--- src/rtl/vga_sig_gen.sv ---
// VGA timing generator: divides CLK by four into a pixel rate, scans h/v counters,
// addresses a 4x-scaled 1-bit frame buffer and registers sync/colour per pixel.
module vga_sig_gen #(
  parameter int HVIS = 640,
  parameter int HFP  = 16,
  parameter int HSP  = 96,
  parameter int HBP  = 48,
  parameter int VVIS = 480,
  parameter int VFP  = 10,
  parameter int VSP  = 2,
  parameter int VBP  = 33
) (
  input  logic        CLK,
  input  logic        RESET_N,
  input  logic [15:0] CONFIG_COLOURS,
  output logic [14:0] DPR_ADDR,
  input  logic        DPR_DATA,
  output logic        VGA_HS,
  output logic        VGA_VS,
  output logic [7:0]  VGA_COLOUR,
  output logic        FRAME_START
);

  localparam int HTOT = HVIS + HFP + HSP + HBP;
  localparam int VTOT = VVIS + VFP + VSP + VBP;

  localparam logic [9:0] H_LAST     = 10'(HTOT - 1);
  localparam logic [9:0] V_LAST     = 10'(VTOT - 1);
  localparam logic [9:0] H_VIS_END  = 10'(HVIS);
  localparam logic [9:0] V_VIS_END  = 10'(VVIS);
  localparam logic [9:0] HS_START   = 10'(HVIS + HFP);
  localparam logic [9:0] HS_END     = 10'(HVIS + HFP + HSP);
  localparam logic [9:0] VS_START   = 10'(VVIS + VFP);
  localparam logic [9:0] VS_END     = 10'(VVIS + VFP + VSP);

  logic [1:0] div;
  logic       pix_en;
  logic [9:0] hc;
  logic [9:0] vc;
  logic       h_last;
  logic       v_last;
  logic       visible;
  logic       hs_next;
  logic       vs_next;
  logic [7:0] colour_next;
  logic       frame_start_next;

  assign pix_en = (div == 2'd3);
  assign h_last = (hc == H_LAST);
  assign v_last = (vc == V_LAST);

  always_ff @(posedge CLK or negedge RESET_N) begin
    if (!RESET_N) begin
      div <= 2'd0;
    end else begin
      div <= div + 2'd1;
    end
  end

  always_ff @(posedge CLK or negedge RESET_N) begin
    if (!RESET_N) begin
      hc <= 10'd0;
      vc <= 10'd0;
    end else if (pix_en) begin
      if (h_last) begin
        hc <= 10'd0;
        if (v_last) begin
          vc <= 10'd0;
        end else begin
          vc <= vc + 10'd1;
        end
      end else begin
        hc <= hc + 10'd1;
      end
    end
  end

  // Each frame-buffer cell covers a 4x4 block of screen pixels.
  assign DPR_ADDR = {vc[8:2], hc[9:2]};

  always_comb begin
    visible          = (hc < H_VIS_END) && (vc < V_VIS_END);
    hs_next          = !((hc >= HS_START) && (hc < HS_END));
    vs_next          = !((vc >= VS_START) && (vc < VS_END));
    colour_next      = 8'h00;
    if (visible) begin
      colour_next = DPR_DATA ? CONFIG_COLOURS[15:8] : CONFIG_COLOURS[7:0];
    end
    // Decoded one CLK early so the registered pulse lines up with the wrapping PIX_EN.
    frame_start_next = (div == 2'd2) && h_last && v_last;
  end

  always_ff @(posedge CLK or negedge RESET_N) begin
    if (!RESET_N) begin
      VGA_HS     <= 1'b1;
      VGA_VS     <= 1'b1;
      VGA_COLOUR <= 8'h00;
    end else if (pix_en) begin
      VGA_HS     <= hs_next;
      VGA_VS     <= vs_next;
      VGA_COLOUR <= colour_next;
    end
  end

  always_ff @(posedge CLK or negedge RESET_N) begin
    if (!RESET_N) begin
      FRAME_START <= 1'b0;
    end else begin
      FRAME_START <= frame_start_next;
    end
  end

endmodule

--- config.mk ---
export PLATFORM = sky130hd
export DESIGN_NAME = vga_sig_gen
export DESIGN_NICKNAME = d
export VERILOG_FILES = /design/src/rtl/vga_sig_gen.sv
export SDC_FILE = /design/constraint.sdc
export NUM_CORES = 1
export LEC_CHECK = 0
export ABC_AREA = 1
export ABC_CLOCK_PERIOD_IN_PS = 1300
export CAP_MARGIN = 20
export CORE_ASPECT_RATIO = 1.25
export CORE_MARGIN = 4
export CORE_UTILIZATION = 35
export CTS_BUF_LIST = sky130_fd_sc_hd__clkbuf_4 sky130_fd_sc_hd__clkbuf_8
export DETAILED_ROUTE_END_ITERATION = 8
export GPL_ROUTABILITY_DRIVEN = 0
export HOLD_SLACK_MARGIN = 0.08
export SLEW_MARGIN = 40
export SYNTH_ARGS = -nofsm -noshare
export SYNTH_HDL_FRONTEND = slang
export SYNTH_SLANG_ARGS = --single-unit
--- constraint.sdc ---
create_clock -name CLK -period 1.3 [get_ports CLK]
set_clock_uncertainty 0.1 [all_clocks]
set_input_delay 0.39 -clock CLK [delete_from_list [all_inputs] [get_ports CLK]]
set_output_delay 0.39 -clock CLK [all_outputs]
set_load 0.05 [all_outputs]
==> summary.md, run 1 <==
| Metric | Value |
|---|---|
| Outcome | `finished with violations` |
| Failing checks | `negative setup slack` |
| Die Y | `90.9 um` |
| Total Wirelength | `6300 um` |
| Layout area overhead | `95.1%` |
| Antenna cells | `0` |
| Largest net degree at the start of global routing | `34` |
| Final cell count without fillers | `426` |
| Hpwl dp | `about 3600 um` |
| Critical path class | `flip-flop to output port` |
| Crit share post-route | `120%` |
| Slew margin rel. | `between 70% and 80%` |
| Worst-margin pin slew | `0.333 ns` |
| Clk sinks | `33` |
| Netlist cell types | `30` |
| Fmax | `643 MHz` |
| Global-route wire length before repair | `9050 um` |
| Netlist Area Pre-Place | `1920 um2` |
| Critical path data arrival time | `about 1.1 ns` |
| Post-route worst setup slack | `-0.255 ns` |
| Switch Pwr | `535 uW` |
| Flop pwr share | `between 40% and 50%` |
| Hold Buf Count CTS | `0` |
| First-pass detailed-route iteration total | `4` |
| Hold crit path type | `primary input to asynchronous set/reset pin` |
| Total gr overflow | `0` |
| Cell-internal power | `approximately 1.6 mW` |
| Avg Cell Area, Syn | `7.70 um2` |
| FILL cells | `351` |
| FF+latch count, synth | `33` |
| DRT iter0 DRCs | `82` |
| Final Max Slew Viols | `0` |
| Post-route cell area | `between 3000 and 4000 um2` |
| Seq/Total Area, Yosys | `43.0%` |
| Clock share of power | `between 30% and 40%` |
| DR vias | `between 2000 and 2500` |
| DP Area | `2920 um2` |
| Max rail drop VDD | `0.586 mV` |
| Leakage | `1.81 nW` |
| Place WS | `-0.312 ns` |
| Max-Cap Viols | `0` |
| Nets | `389` |
| Ranking of synthesized cells by area | `dfrtp_1, nand2_1, nor2_1` |
| Final Setup Violations | `53` |
| Longest Clk Path Bufs | `2` |
| RSZ-0062 raised after global routing | `yes` |
| Pwr per Cell Area | `578 nW/um2` |
| Comb power frac | `13.1%` |
| CTS tree | `yes` |
| CP Cell Sequence | `buf_6 -> buf_6 -> buf_12` |
| Core Region | `5190 um2` |
| Clock Latency Late Sink | `0.28 ns` |
| Most used cell, CP | `buf_6` |
| Final worst path period need | `1.56 ns` |
| I/O Buffers | `44` |
| Vias per cell | `4.97` |
| Post-route ant nets | `0` |
| Share of cells above drive strength 1 | `52.5%` |
| CP Buf/Inv Count | `3` |
| Syn Inst Count | `250` |
| Post-synth top area cell | `dfrtp_1` |
| Worst path top cell family by delay | `flip-flops` |
| Gr usage total | `16.9%` |
| Max incr delay on CP | `0.41 ns` |
| Synth top area share | `40.3%` |
| Synthesized net count | `275` |
| IO Pins | `45` |
| Final Hold Vio Count | `0` |
| Cts bufs inserted | `5` |
| Required @ worst endpoint | `0.81 ns` |
| Ys Warns | `0` |
| Clk slew on worst S/H paths | `0.07 ns` |
| Residual DRC count | `0` |
| Multi-input logic area | `1120 um2` |
| Htree depth | `2` |
| Routed len/inst | `14.8 um` |
| Antenna violations before repair | `0` |
| Clk root buf | `clkbuf_8` |
| Chip width | `74.3 um` |
| Worst path slowest cell | `dfrtp_1` |
| Core Rows | `29` |
| Startpoint Class | `flip-flop` |
| Initial Util | `37.1%` |
| Crit. End Element | `output port` |
| Post-Place Cells | `~380` |
| CP max FO | `2` |
| Switching share of power | `24.7%` |
| Register area | `between 800 and 900 um2` |
| Die area | `6760 um2` |
| Vias in the first global route | `~2100` |
==> layout make-up <==
cell class                 count  area share [%]
timing repair buffer         126            40.1
multi-input combinational    167            29.8
sequential                    33            22.1
inverter                      31            3.50
clock buffer                   7            2.40
tap                           62            2.07
==> worst register-to-register path, cell delays in order, from the launching register on <==
cell       delay (ns)
dfrtp_1          0.41
buf_6            0.14
inv_4            0.05
nand2_4          0.05
nor2_4           0.11
nand3_4          0.09
nor2_4           0.22
clkbuf_16        0.20
nand3b_1         0.07
nand2_1          0.06
==> cell usage in the layout (no fill, tap or decap), drive strengths merged <==
cell,n
clkdlybuf4s50,18
a31o,1
o21ai,29
dfrtp,31
ha,6
nand2,51
nor3,4
buf,106
dfstp,2
nand4,7
inv,31
xor2,1
nor3b,1
xnor2,1
a21oi,1
nand3,15
or2,2
nand3b,2
nor2,43
nor4,1
a31oi,2
clkbuf,9
==> cell families (layout without fill, tap and decap cells) <==
group	after synthesis	in the layout	synth area share [%]
simple gates	126	126	29.7
buf+inv	50	164	13.5
compound gates	33	33	8.91
flops	33	33	43.0
fa+ha+maj	6	6	3.90
xor+xnor	2	2	0.910
==> flip-flops by register name (all words and copies together) (netlist names) <==
name,flops
hc,10
VGA_VS,1
div,2
VGA_HS,1
vc,10
FRAME_START,1
VGA_COLOUR,8
==> cells in the mapped netlist <==
cell / number
o21ai_1: 3
buf_2: 2
a31o_2: 1
nor3b_1: 1
nand3_1: 14
nor3_1: 4
nand3b_1: 2
nand4_2: 1
inv_4: 1
nand2_1: 49
nand3_2: 1
nor2_1: 38
nor2_4: 2
or2_2: 2
nor4_1: 1
a21oi_1: 1
ha_1: 6
nor2_2: 3
inv_2: 2
o21ai_0: 26
xnor2_1: 1
inv_1: 28
nand4_1: 6
dfstp_2: 2
a31oi_1: 2
xor2_1: 1
buf_6: 1
buf_4: 16
nand2_2: 2
dfrtp_1: 31
==> routing by layer <==
layer | vias to the layer above | global-route usage [%] | part of all wire, %
li1 | 1014 | - | -
met1 | 1014 | 19.2 | 36
met2 | 64 | 30.2 | 56
met3 | 25 | 3.90 | 4.1
met4 | 0 | 5.64 | 3.5
met5 | - | 0 | 0
==> power groups by stage <==
stage	logic, mW	registers (mW)	clock network [mW]
6_report	0.283	1.07	0.817
5_1_grt	0.298	1.07	0.892
4_1_cts	0.267	1.07	0.825
3_5_place_dp	0.266	1.09	0
3_3_place_gp	0.263	1.09	0
2_1_floorplan	0.0214	1.14	0
==> worst paths after layout <==
kind | startpoint | to | slack [ns] | depth (start not counted)
worst max-delay path | hc[5] | DPR_ADDR[3] | -0.26 | 3
worst min-delay path | RESET_N | vc[2] | 0.37 | 2
worst max register to register | hc[5] | vc[7] | -0.25 | 9
worst min register to register | VGA_VS | VGA_VS | 0.41 | 2
max in group asynchronous | RESET_N | VGA_HS | 0.48 | 2
min in group CLK | VGA_VS | VGA_VS | 0.41 | 2
==> per-stage QoR <==
stage          total power [mW]  hold WS, ns  setup TNS, ns  util [%]
2_1_floorplan              1.16     -0.00559         -0.131         -
3_3_place_gp               1.35        0.339          -3.00      56.4
4_1_cts                    2.16        0.382          -4.87      63.8
3_5_place_dp               1.35        0.349          -3.91      56.4
5_1_grt                    2.26        0.390          -9.07      72.4
6_report                   2.17        0.373          -6.73      72.4
==> timing repair <==
| item | 4_1_cts | 5_1_grt |
|---|---|---|
| gates cloned | 0 | 2 |
| pin swaps | 8 | 24 |
| resized for setup | 39 | 89 |
| setup endpoints to repair | 52 | 56 |
| setup buffers | 24 | 14 |
(Power assumes the default switching activity.)
==> inputs of run 2 (changes only) <==
--- a/config.mk
+++ b/config.mk
@@ -14,7 +14,6 @@
 export CTS_BUF_LIST = sky130_fd_sc_hd__clkbuf_4 sky130_fd_sc_hd__clkbuf_8
 export DETAILED_ROUTE_END_ITERATION = 8
 export GPL_ROUTABILITY_DRIVEN = 0
-export HOLD_SLACK_MARGIN = 0.08
 export SLEW_MARGIN = 40
 export SYNTH_ARGS = -nofsm -noshare
 export SYNTH_HDL_FRONTEND = slang
==> results of run 2 <==
Final layout, timing and power as in run 1 (identical DEF).
==> inputs of run 3 (changes only) <==
--- a/config.mk
+++ b/config.mk
@@ -8,8 +8,8 @@
 export ABC_AREA = 1
 export ABC_CLOCK_PERIOD_IN_PS = 1300
 export CAP_MARGIN = 20
-export CORE_ASPECT_RATIO = 1.25
-export CORE_MARGIN = 4
+export CORE_ASPECT_RATIO = 2
+export CORE_MARGIN = 2
 export CORE_UTILIZATION = 35
 export CTS_BUF_LIST = sky130_fd_sc_hd__clkbuf_4 sky130_fd_sc_hd__clkbuf_8
 export DETAILED_ROUTE_END_ITERATION = 8
==> run 3 against run 2 <==
Effect of this change:
- wire length is 5.6% lower
- design area shrank 2.0%
- via count fell by 1.2%
- first-iteration DRC count decreased by 21%
- largest power group unchanged
- the flow still finishes with violations (negative setup slack)
- flip-flop and latch count unchanged
- sequential share of layout area up 0.41 points
- critical path depth up 6
- highest routed layer unchanged
- cell count up 1.2%
==> summary.md, run 3 (same netlist as run 1, synthesis figures left out) <==
| Metric | Value |
|---|---|
| Failing checks | `negative setup slack` |
| DRT iter0 DRCs | `65` |
| Vias per cell | `roughly 4.9` |
| Htree depth | `2` |
| Max incr delay on CP | `around 0.40 ns` |
| Final worst path period need | `1.53 ns` |
| Vias in the first global route | `2092` |
| Final cell count without fillers | `between 400 and 500` |
| Most frequent cells in the layout | `buf_4, nand2_1, dfrtp_1` |
| Share of cells above drive strength 1 | `49.1%` |
| Fmax | `653 MHz` |
| DR vias | `between 2000 and 2500` |
| Total Wirelength | `5940 um` |
| Place WS | `-0.272 ns` |
| Required @ worst endpoint | `1.42 ns` |
| Setup_tns | `-6.56 ns` |
| Nets | `395` |
| Longest Clk Path Bufs | `2` |
| IO Pins | `between 40 and 50` |
| I/O Buffers | `44` |
| Critical path class | `flip-flop to flip-flop` |
| CTS tree | `yes` |
| Antenna violations before repair | `0` |
| Crit share post-route | `118%` |
| Core Region | `5370 um2` |
| Startpoint Class | `flip-flop` |
| Residual DRC count | `0` |
| Critical path data arrival time | `~1.7 ns` |
| Antenna cells | `0` |
| R2R Setup Slk | `-0.23 ns` |
| First-pass detailed-route iteration total | `4` |
| Post-route ant nets | `0` |
| Core Rows | `38` |
| Worst r2r path cells | `9` |
| Clk root buf | `clkbuf_8` |
| Gr usage total | `about a fifth` |
| Clk sinks | `33` |
| Post-route worst setup slack | `-0.230 ns` |
| Layout area overhead | `91.3%` |
| Hold Buf Count CTS | `0` |
| Final Setup Violations | `52` |
| Hold crit path type | `primary input to asynchronous set/reset pin` |
| Die area | `6140 um2` |
| Hpwl dp | `3840 um` |
| Slew margin rel. | `72.7%` |
| Die Y | `109 um` |
| Commonest non-fill, non-tap cell in the layout | `buf_4` |
| RSZ-0062 raised after global routing | `yes` |
| Global-route wire length before repair | `9430 um` |
| Crit. End Element | `flip-flop` |
| CP max FO | `5` |
| Leakage | `around 1.8 nW` |
| Pwr per Cell Area | `~600 nW/um2` |
| Biggest registers after layout | `hc: 10 flops, vc: 10 flops, VGA_COLOUR: 8 flops` |
| Routed len/inst | `13.8 um` |
| Cts bufs inserted | `5` |
| Chip width | `56.4 um` |
| Clock Latency Late Sink | `0.29 ns` |
| Final Hold Vio Count | `0` |
| Worst path slowest cell | `dfrtp_1` |
| Largest net degree at the start of global routing | `34` |
| CP Cell Sequence | `inv_2 -> nand2_2 -> nor2_2 -> nand3_4 -> nor2_4 -> buf_12 -> buf_4 -> nand4_1 -> nand2_1` |
| Initial Util | `between 30 and 40%` |
| Max-Cap Viols | `0` |
| Pwr Total | `2.22 mW` |
| Outcome | `finished with violations` |
| Worst-margin pin slew | `a little over 0.4 ns` |
| Max rail drop VDD | `0.653 mV` |
| Post-Place Cells | `382` |
| Total gr overflow | `0` |
| Clk slew on worst S/H paths | `0.07 ns` |
| Final Max Slew Viols | `0` |
run 3: layout make-up:
cell class,count,area [um2]
sequential,33,828
inverter,31,134
multi-input combinational,167,1040
tap,60,75.1
clock inverter,1,5.00
fill,380,1690
timing repair buffer,131,1500
clock buffer,7,96.3
timing repair inverter,1,7.51
run 3: routing by layer:
layer	routed length, um	global-route usage (%)	vias up
met5	0	0	-
met4	191	11.6	0
met3	138	3.20	13
met2	3590	39.5	43
met1	2020	18.2	1006
li1	-	-	1030
run 3: final timing paths:
check	from	endpoint
max in group asynchronous	RESET_N	VGA_HS
setup reg to reg	hc[5]	vc[9]
hold reg to reg	VGA_HS	VGA_HS
setup / recovery	hc[5]	vc[9]
hold / removal	RESET_N	VGA_COLOUR[3]
min in group CLK	VGA_HS	VGA_HS
run 3: critical path: cells and delay by family, from the launching register on:
family / cells / cell delay, ns
AND/OR/NAND/NOR: 6 / 0.64
buffers and inverters: 3 / 0.33
flip-flops: 1 / 0.40
run 3: through the flow:
step / instance area (um2) / hold slack, ns / utilization, %
final: 3680 / 0.367 / 68.5
after global routing: 3680 / 0.397 / 68.5
after CTS: 3450 / 0.373 / 64.2
after detailed placement: 2950 / 0.351 / 54.8
after global placement: 2950 / 0.336 / 54.8
after floorplan: 1960 / -0.00559 / -
run 3: timing repair:
action	in CTS	in global routing
pin swaps	10	11
gates cloned	1	1
resized for setup	44	57
setup endpoints to repair	53	56
hold endpoints to repair	0	0
setup buffers	30	9
run 3: where the power goes:
part | switching (mW) | total (mW) | internal, mW
registers | 0.0217 | 1.07 | 1.05
clock network | 0.389 | 0.868 | 0.479
logic | 0.134 | 0.284 | 0.150
